===== config.mk =====
export PLATFORM = sky130hd
export DESIGN_NAME = tcp_rx_ctrl_flat
export DESIGN_NICKNAME = d
export VERILOG_FILES = /design/src/rtl/tcp_rx_ctrl_if.sv /design/src/rtl/tcp_rx_ctrl.sv /design/src/flat_wrapper.sv
export SDC_FILE = /design/constraint.sdc
export NUM_CORES = 1
export LEC_CHECK = 0
export ABC_CLOCK_PERIOD_IN_PS = 2600
export CAP_MARGIN = 10
export CELL_PAD_IN_SITES_DETAIL_PLACEMENT = 0
export CELL_PAD_IN_SITES_GLOBAL_PLACEMENT = 2
export CORE_MARGIN = 2
export CORE_UTILIZATION = 29
export DETAILED_ROUTE_END_ITERATION = 8
export PLACE_DENSITY = 0.81
export SLEW_MARGIN = 20
export SYNTH_ARGS = -nofsm -noshare
export SYNTH_HDL_FRONTEND = slang
export SYNTH_SLANG_ARGS = --single-unit
export TNS_END_PERCENT = 1

===== constraint.sdc =====
create_clock -name clk -period 2.6 [get_ports clk]
set_input_delay 0.26 -clock clk [delete_from_list [all_inputs] [get_ports clk]]
set_output_delay 0.26 -clock clk [all_outputs]
set_load 0.01 [all_outputs]

===== src/rtl/tcp_rx_ctrl_if.sv =====
// Handshake, datapath-strobe and statistics bundle between tcp_rx_ctrl and its peers.
interface tcp_rx_ctrl_if #(
    parameter int unsigned STAT_W = 32
);
    logic              rx_pkt_val;
    logic              rx_pkt_rdy;
    logic              flow_lookup_req_val;
    logic              flow_lookup_req_rdy;
    logic              flow_lookup_resp_val;
    logic              flow_lookup_resp_rdy;
    logic              flow_lookup_resp_hit;
    logic              rx_state_rd_req_val;
    logic              rx_state_rd_req_rdy;
    logic              rx_state_rd_resp_val;
    logic              rx_state_rd_resp_rdy;
    logic              tx_state_rd_req_val;
    logic              tx_state_rd_req_rdy;
    logic              tx_state_rd_resp_val;
    logic              tx_state_rd_resp_rdy;
    logic              rx_state_wr_req_val;
    logic              rx_state_wr_req_rdy;
    logic              tx_ack_ptr_wr_req_val;
    logic              tx_ack_ptr_wr_req_rdy;
    logic              sched_ack_req_val;
    logic              sched_ack_req_rdy;
    logic              datap_ctrl_in_order;
    logic              datap_ctrl_ack_adv;
    logic              datap_ctrl_need_ack;
    logic              ctrl_datap_store_hdr;
    logic              ctrl_datap_store_flowid;
    logic              ctrl_datap_store_rx_state;
    logic              ctrl_datap_store_tx_state;
    logic              ctrl_datap_store_calc;
    logic [STAT_W-1:0] stat_miss_cnt;
    logic [STAT_W-1:0] stat_ooo_cnt;

    modport master (
        input  rx_pkt_val, flow_lookup_req_rdy, flow_lookup_resp_val, flow_lookup_resp_hit,
               rx_state_rd_req_rdy, rx_state_rd_resp_val, tx_state_rd_req_rdy, tx_state_rd_resp_val,
               rx_state_wr_req_rdy, tx_ack_ptr_wr_req_rdy, sched_ack_req_rdy,
               datap_ctrl_in_order, datap_ctrl_ack_adv, datap_ctrl_need_ack,
        output rx_pkt_rdy, flow_lookup_req_val, flow_lookup_resp_rdy,
               rx_state_rd_req_val, rx_state_rd_resp_rdy, tx_state_rd_req_val, tx_state_rd_resp_rdy,
               rx_state_wr_req_val, tx_ack_ptr_wr_req_val, sched_ack_req_val,
               ctrl_datap_store_hdr, ctrl_datap_store_flowid, ctrl_datap_store_rx_state,
               ctrl_datap_store_tx_state, ctrl_datap_store_calc, stat_miss_cnt, stat_ooo_cnt
    );

    modport slave (
        output rx_pkt_val, flow_lookup_req_rdy, flow_lookup_resp_val, flow_lookup_resp_hit,
               rx_state_rd_req_rdy, rx_state_rd_resp_val, tx_state_rd_req_rdy, tx_state_rd_resp_val,
               rx_state_wr_req_rdy, tx_ack_ptr_wr_req_rdy, sched_ack_req_rdy,
               datap_ctrl_in_order, datap_ctrl_ack_adv, datap_ctrl_need_ack,
        input  rx_pkt_rdy, flow_lookup_req_val, flow_lookup_resp_rdy,
               rx_state_rd_req_val, rx_state_rd_resp_rdy, tx_state_rd_req_val, tx_state_rd_resp_rdy,
               rx_state_wr_req_val, tx_ack_ptr_wr_req_val, sched_ack_req_val,
               ctrl_datap_store_hdr, ctrl_datap_store_flowid, ctrl_datap_store_rx_state,
               ctrl_datap_store_tx_state, ctrl_datap_store_calc, stat_miss_cnt, stat_ooo_cnt
    );
endinterface


===== src/rtl/tcp_rx_ctrl.sv =====
// Receive-side control FSM: sequences flow lookup, RX/TX state reads, writeback
// and ACK scheduling for one parsed TCP header at a time.
module tcp_rx_ctrl #(
    parameter int unsigned STAT_W = 32
) (
    input  logic          clk,
    input  logic          rst,
    tcp_rx_ctrl_if.master bus
);
    typedef enum logic [2:0] {
        IDLE, LOOKUP, WAIT_LOOKUP, RD_STATE, WAIT_STATE, CALC, WRITEBACK, SCHED_ACK
    } state_t;

    state_t            state_q, state_d, seq_next;
    logic              rx_done_q, rx_done_d, tx_done_q, tx_done_d;
    logic              in_order_q, in_order_d, ack_adv_q, ack_adv_d, need_ack_q, need_ack_d;
    logic [STAT_W-1:0] miss_q, miss_d, ooo_q, ooo_d;
    logic              seq_active, rx_fin, tx_fin;
    logic              pkt_rdy, lk_req_val, lk_resp_rdy;
    logic              rx_rd_req_val, tx_rd_req_val, rx_rd_resp_rdy, tx_rd_resp_rdy;
    logic              rx_wr_req_val, tx_wr_req_val, ack_req_val;
    logic              st_hdr, st_flowid, st_rx, st_tx, st_calc;

    function automatic logic [STAT_W-1:0] sat_inc(input logic [STAT_W-1:0] v);
        return (&v) ? v : v + STAT_W'(1);
    endfunction

    // Next-state and Moore output decode; paired rx/tx phases share the done-flag logic.
    always_comb begin
        state_d        = state_q;
        rx_done_d      = rx_done_q;
        tx_done_d      = tx_done_q;
        in_order_d     = in_order_q;
        ack_adv_d      = ack_adv_q;
        need_ack_d     = need_ack_q;
        miss_d         = miss_q;
        ooo_d          = ooo_q;
        seq_active     = 1'b0;
        seq_next       = IDLE;
        rx_fin         = 1'b0;
        tx_fin         = 1'b0;
        pkt_rdy        = 1'b0;
        lk_req_val     = 1'b0;
        lk_resp_rdy    = 1'b0;
        rx_rd_req_val  = 1'b0;
        tx_rd_req_val  = 1'b0;
        rx_rd_resp_rdy = 1'b0;
        tx_rd_resp_rdy = 1'b0;
        rx_wr_req_val  = 1'b0;
        tx_wr_req_val  = 1'b0;
        ack_req_val    = 1'b0;
        st_hdr         = 1'b0;
        st_flowid      = 1'b0;
        st_rx          = 1'b0;
        st_tx          = 1'b0;
        st_calc        = 1'b0;

        case (state_q)
            IDLE: begin
                pkt_rdy = 1'b1;
                st_hdr  = 1'b1;
                if (bus.rx_pkt_val) state_d = LOOKUP;
            end
            LOOKUP: begin
                lk_req_val = 1'b1;
                if (bus.flow_lookup_req_rdy) state_d = WAIT_LOOKUP;
            end
            WAIT_LOOKUP: begin
                lk_resp_rdy = 1'b1;
                if (bus.flow_lookup_resp_val) begin
                    if (bus.flow_lookup_resp_hit) begin
                        st_flowid = 1'b1;
                        state_d   = RD_STATE;
                    end else begin
                        miss_d  = sat_inc(miss_q);
                        state_d = IDLE;
                    end
                end
            end
            RD_STATE: begin
                rx_rd_req_val = !rx_done_q;
                tx_rd_req_val = !tx_done_q;
                rx_fin        = rx_done_q || bus.rx_state_rd_req_rdy;
                tx_fin        = tx_done_q || bus.tx_state_rd_req_rdy;
                seq_active    = 1'b1;
                seq_next      = WAIT_STATE;
            end
            WAIT_STATE: begin
                rx_rd_resp_rdy = !rx_done_q;
                tx_rd_resp_rdy = !tx_done_q;
                st_rx          = !rx_done_q && bus.rx_state_rd_resp_val;
                st_tx          = !tx_done_q && bus.tx_state_rd_resp_val;
                rx_fin         = rx_done_q || bus.rx_state_rd_resp_val;
                tx_fin         = tx_done_q || bus.tx_state_rd_resp_val;
                seq_active     = 1'b1;
                seq_next       = CALC;
            end
            CALC: begin
                st_calc    = 1'b1;
                in_order_d = bus.datap_ctrl_in_order;
                ack_adv_d  = bus.datap_ctrl_ack_adv;
                need_ack_d = bus.datap_ctrl_need_ack;
                if (!bus.datap_ctrl_in_order) ooo_d = sat_inc(ooo_q);
                state_d = WRITEBACK;
            end
            WRITEBACK: begin
                // A write that is not required counts as already done.
                rx_wr_req_val = in_order_q && !rx_done_q;
                tx_wr_req_val = ack_adv_q && !tx_done_q;
                rx_fin        = !in_order_q || rx_done_q || bus.rx_state_wr_req_rdy;
                tx_fin        = !ack_adv_q || tx_done_q || bus.tx_ack_ptr_wr_req_rdy;
                seq_active    = 1'b1;
                seq_next      = need_ack_q ? SCHED_ACK : IDLE;
            end
            SCHED_ACK: begin
                ack_req_val = 1'b1;
                if (bus.sched_ack_req_rdy) state_d = IDLE;
            end
            default: state_d = IDLE;
        endcase

        if (seq_active) begin
            if (rx_fin && tx_fin) begin
                state_d   = seq_next;
                rx_done_d = 1'b0;
                tx_done_d = 1'b0;
            end else begin
                rx_done_d = rx_fin;
                tx_done_d = tx_fin;
            end
        end
    end

    always_ff @(posedge clk) begin
        if (rst) begin
            state_q    <= IDLE;
            rx_done_q  <= 1'b0;
            tx_done_q  <= 1'b0;
            in_order_q <= 1'b0;
            ack_adv_q  <= 1'b0;
            need_ack_q <= 1'b0;
            miss_q     <= '0;
            ooo_q      <= '0;
        end else begin
            state_q    <= state_d;
            rx_done_q  <= rx_done_d;
            tx_done_q  <= tx_done_d;
            in_order_q <= in_order_d;
            ack_adv_q  <= ack_adv_d;
            need_ack_q <= need_ack_d;
            miss_q     <= miss_d;
            ooo_q      <= ooo_d;
        end
    end

    // Every handshake and strobe is held low while reset is asserted.
    assign bus.rx_pkt_rdy                = pkt_rdy        & ~rst;
    assign bus.flow_lookup_req_val       = lk_req_val     & ~rst;
    assign bus.flow_lookup_resp_rdy      = lk_resp_rdy    & ~rst;
    assign bus.rx_state_rd_req_val       = rx_rd_req_val  & ~rst;
    assign bus.tx_state_rd_req_val       = tx_rd_req_val  & ~rst;
    assign bus.rx_state_rd_resp_rdy      = rx_rd_resp_rdy & ~rst;
    assign bus.tx_state_rd_resp_rdy      = tx_rd_resp_rdy & ~rst;
    assign bus.rx_state_wr_req_val       = rx_wr_req_val  & ~rst;
    assign bus.tx_ack_ptr_wr_req_val     = tx_wr_req_val  & ~rst;
    assign bus.sched_ack_req_val         = ack_req_val    & ~rst;
    assign bus.ctrl_datap_store_hdr      = st_hdr         & ~rst;
    assign bus.ctrl_datap_store_flowid   = st_flowid      & ~rst;
    assign bus.ctrl_datap_store_rx_state = st_rx          & ~rst;
    assign bus.ctrl_datap_store_tx_state = st_tx          & ~rst;
    assign bus.ctrl_datap_store_calc     = st_calc        & ~rst;
    assign bus.stat_miss_cnt             = miss_q;
    assign bus.stat_ooo_cnt              = ooo_q;
endmodule


===== src/flat_wrapper.sv =====
// flat-port wrapper written by rule: the top's interface ports become plain ports
module tcp_rx_ctrl_flat 
#(
    parameter int unsigned STAT_W = 32
)
  (clk, rst, bus_rx_pkt_val, bus_flow_lookup_req_rdy, bus_flow_lookup_resp_val, bus_flow_lookup_resp_hit, bus_rx_state_rd_req_rdy, bus_rx_state_rd_resp_val, bus_tx_state_rd_req_rdy, bus_tx_state_rd_resp_val, bus_rx_state_wr_req_rdy, bus_tx_ack_ptr_wr_req_rdy, bus_sched_ack_req_rdy, bus_datap_ctrl_in_order, bus_datap_ctrl_ack_adv, bus_datap_ctrl_need_ack, bus_rx_pkt_rdy, bus_flow_lookup_req_val, bus_flow_lookup_resp_rdy, bus_rx_state_rd_req_val, bus_rx_state_rd_resp_rdy, bus_tx_state_rd_req_val, bus_tx_state_rd_resp_rdy, bus_rx_state_wr_req_val, bus_tx_ack_ptr_wr_req_val, bus_sched_ack_req_val, bus_ctrl_datap_store_hdr, bus_ctrl_datap_store_flowid, bus_ctrl_datap_store_rx_state, bus_ctrl_datap_store_tx_state, bus_ctrl_datap_store_calc, bus_stat_miss_cnt, bus_stat_ooo_cnt);
  tcp_rx_ctrl_if #(.STAT_W(STAT_W)) bus_i ();
  input  logic clk;
  input  logic rst;
  input wire logic [$bits(bus_i.rx_pkt_val)-1:0] bus_rx_pkt_val;
  input wire logic [$bits(bus_i.flow_lookup_req_rdy)-1:0] bus_flow_lookup_req_rdy;
  input wire logic [$bits(bus_i.flow_lookup_resp_val)-1:0] bus_flow_lookup_resp_val;
  input wire logic [$bits(bus_i.flow_lookup_resp_hit)-1:0] bus_flow_lookup_resp_hit;
  input wire logic [$bits(bus_i.rx_state_rd_req_rdy)-1:0] bus_rx_state_rd_req_rdy;
  input wire logic [$bits(bus_i.rx_state_rd_resp_val)-1:0] bus_rx_state_rd_resp_val;
  input wire logic [$bits(bus_i.tx_state_rd_req_rdy)-1:0] bus_tx_state_rd_req_rdy;
  input wire logic [$bits(bus_i.tx_state_rd_resp_val)-1:0] bus_tx_state_rd_resp_val;
  input wire logic [$bits(bus_i.rx_state_wr_req_rdy)-1:0] bus_rx_state_wr_req_rdy;
  input wire logic [$bits(bus_i.tx_ack_ptr_wr_req_rdy)-1:0] bus_tx_ack_ptr_wr_req_rdy;
  input wire logic [$bits(bus_i.sched_ack_req_rdy)-1:0] bus_sched_ack_req_rdy;
  input wire logic [$bits(bus_i.datap_ctrl_in_order)-1:0] bus_datap_ctrl_in_order;
  input wire logic [$bits(bus_i.datap_ctrl_ack_adv)-1:0] bus_datap_ctrl_ack_adv;
  input wire logic [$bits(bus_i.datap_ctrl_need_ack)-1:0] bus_datap_ctrl_need_ack;
  output wire logic [$bits(bus_i.rx_pkt_rdy)-1:0] bus_rx_pkt_rdy;
  output wire logic [$bits(bus_i.flow_lookup_req_val)-1:0] bus_flow_lookup_req_val;
  output wire logic [$bits(bus_i.flow_lookup_resp_rdy)-1:0] bus_flow_lookup_resp_rdy;
  output wire logic [$bits(bus_i.rx_state_rd_req_val)-1:0] bus_rx_state_rd_req_val;
  output wire logic [$bits(bus_i.rx_state_rd_resp_rdy)-1:0] bus_rx_state_rd_resp_rdy;
  output wire logic [$bits(bus_i.tx_state_rd_req_val)-1:0] bus_tx_state_rd_req_val;
  output wire logic [$bits(bus_i.tx_state_rd_resp_rdy)-1:0] bus_tx_state_rd_resp_rdy;
  output wire logic [$bits(bus_i.rx_state_wr_req_val)-1:0] bus_rx_state_wr_req_val;
  output wire logic [$bits(bus_i.tx_ack_ptr_wr_req_val)-1:0] bus_tx_ack_ptr_wr_req_val;
  output wire logic [$bits(bus_i.sched_ack_req_val)-1:0] bus_sched_ack_req_val;
  output wire logic [$bits(bus_i.ctrl_datap_store_hdr)-1:0] bus_ctrl_datap_store_hdr;
  output wire logic [$bits(bus_i.ctrl_datap_store_flowid)-1:0] bus_ctrl_datap_store_flowid;
  output wire logic [$bits(bus_i.ctrl_datap_store_rx_state)-1:0] bus_ctrl_datap_store_rx_state;
  output wire logic [$bits(bus_i.ctrl_datap_store_tx_state)-1:0] bus_ctrl_datap_store_tx_state;
  output wire logic [$bits(bus_i.ctrl_datap_store_calc)-1:0] bus_ctrl_datap_store_calc;
  output wire logic [$bits(bus_i.stat_miss_cnt)-1:0] bus_stat_miss_cnt;
  output wire logic [$bits(bus_i.stat_ooo_cnt)-1:0] bus_stat_ooo_cnt;
  assign bus_i.rx_pkt_val = bus_rx_pkt_val;
  assign bus_i.flow_lookup_req_rdy = bus_flow_lookup_req_rdy;
  assign bus_i.flow_lookup_resp_val = bus_flow_lookup_resp_val;
  assign bus_i.flow_lookup_resp_hit = bus_flow_lookup_resp_hit;
  assign bus_i.rx_state_rd_req_rdy = bus_rx_state_rd_req_rdy;
  assign bus_i.rx_state_rd_resp_val = bus_rx_state_rd_resp_val;
  assign bus_i.tx_state_rd_req_rdy = bus_tx_state_rd_req_rdy;
  assign bus_i.tx_state_rd_resp_val = bus_tx_state_rd_resp_val;
  assign bus_i.rx_state_wr_req_rdy = bus_rx_state_wr_req_rdy;
  assign bus_i.tx_ack_ptr_wr_req_rdy = bus_tx_ack_ptr_wr_req_rdy;
  assign bus_i.sched_ack_req_rdy = bus_sched_ack_req_rdy;
  assign bus_i.datap_ctrl_in_order = bus_datap_ctrl_in_order;
  assign bus_i.datap_ctrl_ack_adv = bus_datap_ctrl_ack_adv;
  assign bus_i.datap_ctrl_need_ack = bus_datap_ctrl_need_ack;
  assign bus_rx_pkt_rdy = bus_i.rx_pkt_rdy;
  assign bus_flow_lookup_req_val = bus_i.flow_lookup_req_val;
  assign bus_flow_lookup_resp_rdy = bus_i.flow_lookup_resp_rdy;
  assign bus_rx_state_rd_req_val = bus_i.rx_state_rd_req_val;
  assign bus_rx_state_rd_resp_rdy = bus_i.rx_state_rd_resp_rdy;
  assign bus_tx_state_rd_req_val = bus_i.tx_state_rd_req_val;
  assign bus_tx_state_rd_resp_rdy = bus_i.tx_state_rd_resp_rdy;
  assign bus_rx_state_wr_req_val = bus_i.rx_state_wr_req_val;
  assign bus_tx_ack_ptr_wr_req_val = bus_i.tx_ack_ptr_wr_req_val;
  assign bus_sched_ack_req_val = bus_i.sched_ack_req_val;
  assign bus_ctrl_datap_store_hdr = bus_i.ctrl_datap_store_hdr;
  assign bus_ctrl_datap_store_flowid = bus_i.ctrl_datap_store_flowid;
  assign bus_ctrl_datap_store_rx_state = bus_i.ctrl_datap_store_rx_state;
  assign bus_ctrl_datap_store_tx_state = bus_i.ctrl_datap_store_tx_state;
  assign bus_ctrl_datap_store_calc = bus_i.ctrl_datap_store_calc;
  assign bus_stat_miss_cnt = bus_i.stat_miss_cnt;
  assign bus_stat_ooo_cnt = bus_i.stat_ooo_cnt;
  tcp_rx_ctrl #(.STAT_W(STAT_W)) u_core (.clk(clk), .rst(rst), .bus(bus_i));
endmodule

== Word level (Yosys, flattened, before mapping) ==
Index checks and enable logic that the tools add are counted.
W data, S select, Z words.

* Input port bits: 16
* Flip-flop bits (word level): 72
* Output and inout port bits: 79
* Word-level logic and storage cells: 90

* Reduce and logical (&&, ||, !) cells: 23
* Bitwise logic cells: 19
* Equality and inequality tests: 7
* Add/sub/neg operators: 2
* Mux-type cells: 31

{| class="wikitable"
|+ Operator list
! operator !! count
|-
| $add A32 B1 Y32 const B || 2
|-
| $reduce_and A32 Y1 || 2
|-
| $mux W3 || 7
|-
| $mux W1 || 19
|-
| $pmux W3 S5 || 1
|-
| $and A1 B1 Y1 || 14
|-
| $eq A3 B3 Y1 const B || 4
|-
| $pmux W3 S3 || 1
|-
| $logic_or A1 B1 Y1 || 8
|-
| $eq A3 B2 Y1 const B || 2
|-
| $pmux W1 S3 || 2
|-
| $logic_and A1 B1 Y1 || 5
|-
| $not A1 Y1 || 5
|-
| $logic_not A1 Y1 || 4
|-
| $reduce_and A4 Y1 || 1
|-
| $eq A3 B1 Y1 const B || 1
|-
| $logic_not A3 Y1 || 1
|-
| $reduce_and A3 Y1 || 1
|-
| $reduce_or A3 Y1 || 1
|-
| $mux W2 || 1
|}

== Longest topological paths before layout ==
* Depth in word-level cells: 7
* Mapped depth: 9
* Gate-level depth less buffers: 6

== Worst setup path before layout ==
No wires, ideal clock.

* Path kind: reg-to-reg
* Start point: reg u_core.miss_q[13], in the netlist u_core.bus.stat_miss_cnt[13]
* End point: reg u_core.miss_q[13], in the netlist u_core.bus.stat_miss_cnt[13]
* Data required time: 2.479 ns
* Clock period less this slack: 2.093 ns
* Buffers on the path: 2
* Stages on the path, launching flop included: 8
* Setup time: 0.121 ns
* Arrival time: 1.971 ns
* Path slack: 0.507 ns
* Cells stage by stage: dfxtp_1 nand4_2 or3_1 buf_6 nor4_4 buf_6 nor4b_2 mux2_4

* Word-level cells in the longest chain between the ends: 3
* Elaborated cells on any way between the ends: 4
* Those cells by class: add/sub: 1; bitwise: 1; reduce/logical: 2

{| class="wikitable"
|+ Ends and longest elaborated chain
! item !! line !! RTL
|-
| start, declared || tcp_rx_ctrl.sv:17 || <nowiki>logic [STAT_W-1:0] miss_q, miss_d, ooo_q, ooo_d;</nowiki>
|-
| start signal, assigned || tcp_rx_ctrl.sv:151 || <nowiki>miss_q <= miss_d;</nowiki>
|-
| branches (longest 3 deep; another with $add A32 B1 Y32) || n/a ||
|}

Several ways; the timed one is not identified.
A chain may end at the register's enable or synchronous reset.

== Worst setup path in the final report ==
* Start point: reg u_core.state_q[0]
* End point: out bus_ctrl_datap_store_rx_state

* Word-level cells in the longest chain between the ends: 3

{| class="wikitable"
|+ Ends and longest elaborated chain
! item !! line !! RTL
|-
| start, declared || tcp_rx_ctrl.sv:14 || <nowiki>state_t state_q, state_d, seq_next;</nowiki>
|-
| start signal, assigned || tcp_rx_ctrl.sv:145 || <nowiki>state_q <= state_d;</nowiki>
|-
| $eq A3 B3 Y1 || tcp_rx_ctrl.sv:58 || <nowiki>case (state_q)</nowiki>
|-
| $mux W1 || tcp_rx_ctrl.sv:58 ||
|-
| $and A1 B1 Y1 || tcp_rx_ctrl.sv:169 || <nowiki>assign bus.ctrl_datap_store_rx_state = st_rx & ~rst;</nowiki>
|-
| end, declared || flat_wrapper.sv:36 || <nowiki>output wire logic [$bits(bus_i.ctrl_datap_store_rx_state)-1:0] bus_ctrl_datap_store_rx_state;</nowiki>
|}

No other way between the ends.

==> metrics <==
status=completed; final hold vios=0; WL per Instance=14.88 µm; largest net degree at the start of global routing=62; Max-slew headroom=40.24%; sequential share of the synthesized area=a little over a third; starting density of the core=29.41%; max-slew violation count=0; die area=14870 µm²; most numerous cell in the Yosys netlist=dfxtp_1; first-pass GRT wire length=18.89 mm; Max clock buf depth=2; drt first pass iters=4; Remaining DRCs=0; placed cell area=5233 µm²; Clock Sinks=72; Tmin final=2.403 ns; share of layout cells above drive strength 1=10.85%; post-route insts no fill=779; synthesis-to-finish area growth=37.12%; routability cong.=0.8084; leakage power=1.707 nW; Worst Hold Launch=rst; Crit path max-delay family=simple AND/OR/NAND/NOR gates; FF-to-FF Start=u_core.bus.stat_miss_cnt[13]; post-synth top area share=35.72%; Design Power=2.467 mW; final setup margin=0.1975 ns; Synth Instances=494; pre-CTS setup slack=0.2480 ns; Via density=about 5.3; n_diodes=0; Hold Path Cell Cnt=2; latest clock arrival within the worst-skew pair=~0.32 ns; Yosys warnings=0; H-tree depth=3; worst-path cell chain=nand2b_1, nor4_1, and2_1, clkdlybuf4s50_1; total wire length=11.59 mm; crit path DAT=2.14 ns; hold buffer count at CTS=0; fin crit share=92.40%; Max-cap violations=0; final setup violating endpoints=0; CP endpoint kind=primary output; Post-CTS Setup Bufs=0; unrepaired setup endpoints after global routing=no; Pwr per Cell Area=446.0 nW/µm²; Via Count=4121; fmax=0.4162 GHz; Crit Path Max Fanout=15; Die W=122.0 µm; top cells by area, synth=dfxtp_1, a21oi_1, or3_1; Final Net Count=612; ANT nets after route=0; Post-Syn Area=4035 µm²; WP data required=2.34 ns; Finished Cell Area=5533 µm²; ys async rst share=0%; WHS Endpoint=u_core.ack_adv_q; initial antenna violation count=0; Crit-path slowest cell=clkdlybuf4s50_1; r2r endpoint=u_core.bus.stat_miss_cnt[7]; CTS tree=built; path type of the worst setup path=reg -> out; Final HPWL DP=8.527 mm; Clock Pin Slew Worst Setup and Hold Paths=0.05 ns; R2R Setup Slk=0.36 ns; R2R cell count=6; EDFF count, synth=0; clk_skew=0.003473 ns; Netlist cell types=between 60 and 70; vias in the first global route=3851; worst vdd ir=about 0.32 mV; DR iter-0 viols=223; Mapped Avg Cell Area=a little over 8 µm²; Hold Crit Class=in -> reg; total track usage=~16%; #FFs+latches synth=72; post_cts resized=0; IO Count=95; Placed Instances=763; Die Y=122.0 µm; core area=between 10000 and 15000 µm²; synth cell count leaders=dfxtp_1, a21oi_1, nor2_1; Mapped Nets=512; CP Launch Type=flop; Setup TNS=0 ns; total CTS buffers=9; critical path's largest stage delay=0.54 ns; Rows=43; Slew @ Worst Pin=0.8824 ns; Congestion Overflow GR=0; top_reg_cell synth=dfxtp_1; buffers and inverters on the worst path=1; Port Buffers=94; clk root buf=clkbuf_16; area leader, netlist=dfxtp_1
-- logic make-up (layout without fill, tap and decap cells) --
family / Yosys count / count (layout) / synth area share [%]
adder cells (fa/ha/maj): 2 / 2 / 0.6201
buffers and inverters: 40 / 145 / 4.806
XOR/XNOR: 9 / 9 / 1.954
AO/OA/AOI/OAI: 121 / 121 / 18.20
flip-flops: 72 / 72 / 35.72
multiplexers: 13 / 13 / 4.155
AND/OR/NAND/NOR: 237 / 237 / 34.54
-- cells in the final DEF (no fill, tap or decap), types with 3 or more instances in the layout --
cell,count
clkdlybuf4s50_1,93
dfxtp_1,72
a21oi_1,50
nor2_1,41
nand2_1,38
or3_1,26
o21ai_0,24
buf_4,22
nand3_1,19
or4_1,18
nor4_1,17
o31ai_1,17
nand4_1,16
nor2b_1,14
inv_1,12
nor3_1,9
clkbuf_16,9
xnor2_1,8
o21ai_1,7
and4_1,6
mux2_4,6
and2_1,5
nor4_2,4
mux2_2,4
nand2b_1,3
a211oi_1,3
-- worst max path at each step --
stage	from	endpoint	slack, ns	cells past startpoint
final	u_core.state_q[0]	bus_ctrl_datap_store_rx_state	0.20	4
after global routing	u_core.state_q[0]	bus_ctrl_datap_store_tx_state	0.06	4
after CTS	u_core.state_q[0]	bus_ctrl_datap_store_rx_state	0.15	4
after detailed placement	bus_flow_lookup_resp_val	u_core.bus.stat_miss_cnt[31]	0.25	6
after global placement	bus_flow_lookup_resp_val	u_core.bus.stat_miss_cnt[31]	0.35	6
after floorplan	u_core.bus.stat_miss_cnt[13]	u_core.bus.stat_miss_cnt[13]	0.51	7
-- final cells by class --
cell class                 instances  area (µm²)
clock buffer                      13       260.3
timing repair buffer             117        1121
clock inverter                     3       40.04
fill                            1390        8187
sequential                        72        1441
inverter                          12       45.04
multi-input combinational        382        2400
tap                              180       225.2
-- stage by stage --
step           hold WS (ns)  utilization [%]
2_1_floorplan        0.3960                -
4_1_cts              0.2603            40.33
3_5_place_dp         0.4868            38.14
3_3_place_gp         0.4789            38.14
5_1_grt              0.2889            40.33
6_report             0.2636            40.33
-- per-layer routing --
metal / vias up / global-route usage, % / share of wire, %
li1: 2068 / - / -
met1: 1951 / 22.15 / 49
met2: 90 / 24.16 / 45
met3: 12 / 2.856 / 4.3
met4: 0 / 4.957 / 1.8
met5: - / 0 / 0
-- worst reg2reg max path, cell delays in order (launching register included) --
cell,delay [ns]
dfxtp_1,0.42
nand4_2,0.21
or3_1,0.53
nor4_4,0.40
buf_12,0.22
nor4b_2,0.08
mux2_4,0.29
-- registers in the layout, summed over array words and instances (netlist names) --
| name | cells |
|---|---|
| u_core.ack_adv_q | 1 |
| u_core.rx_done_q | 1 |
| u_core.need_ack_q | 1 |
| u_core.tx_done_q | 1 |
| u_core.bus.stat_miss_cnt | 32 |
| u_core.bus.stat_ooo_cnt | 32 |
| u_core.in_order_q | 1 |
| u_core.state_q | 3 |
-- power by group --
part | internal [mW] | switching, mW | leakage, nW | total [mW]
clock network | 0.793 | 0.451 | 0.150 | 1.24
logic | 0.0480 | 0.0599 | 0.977 | 0.108
registers | 1.11 | 0.00849 | 0.580 | 1.12
No activity file was read; power rests on OpenSTA's default activity.
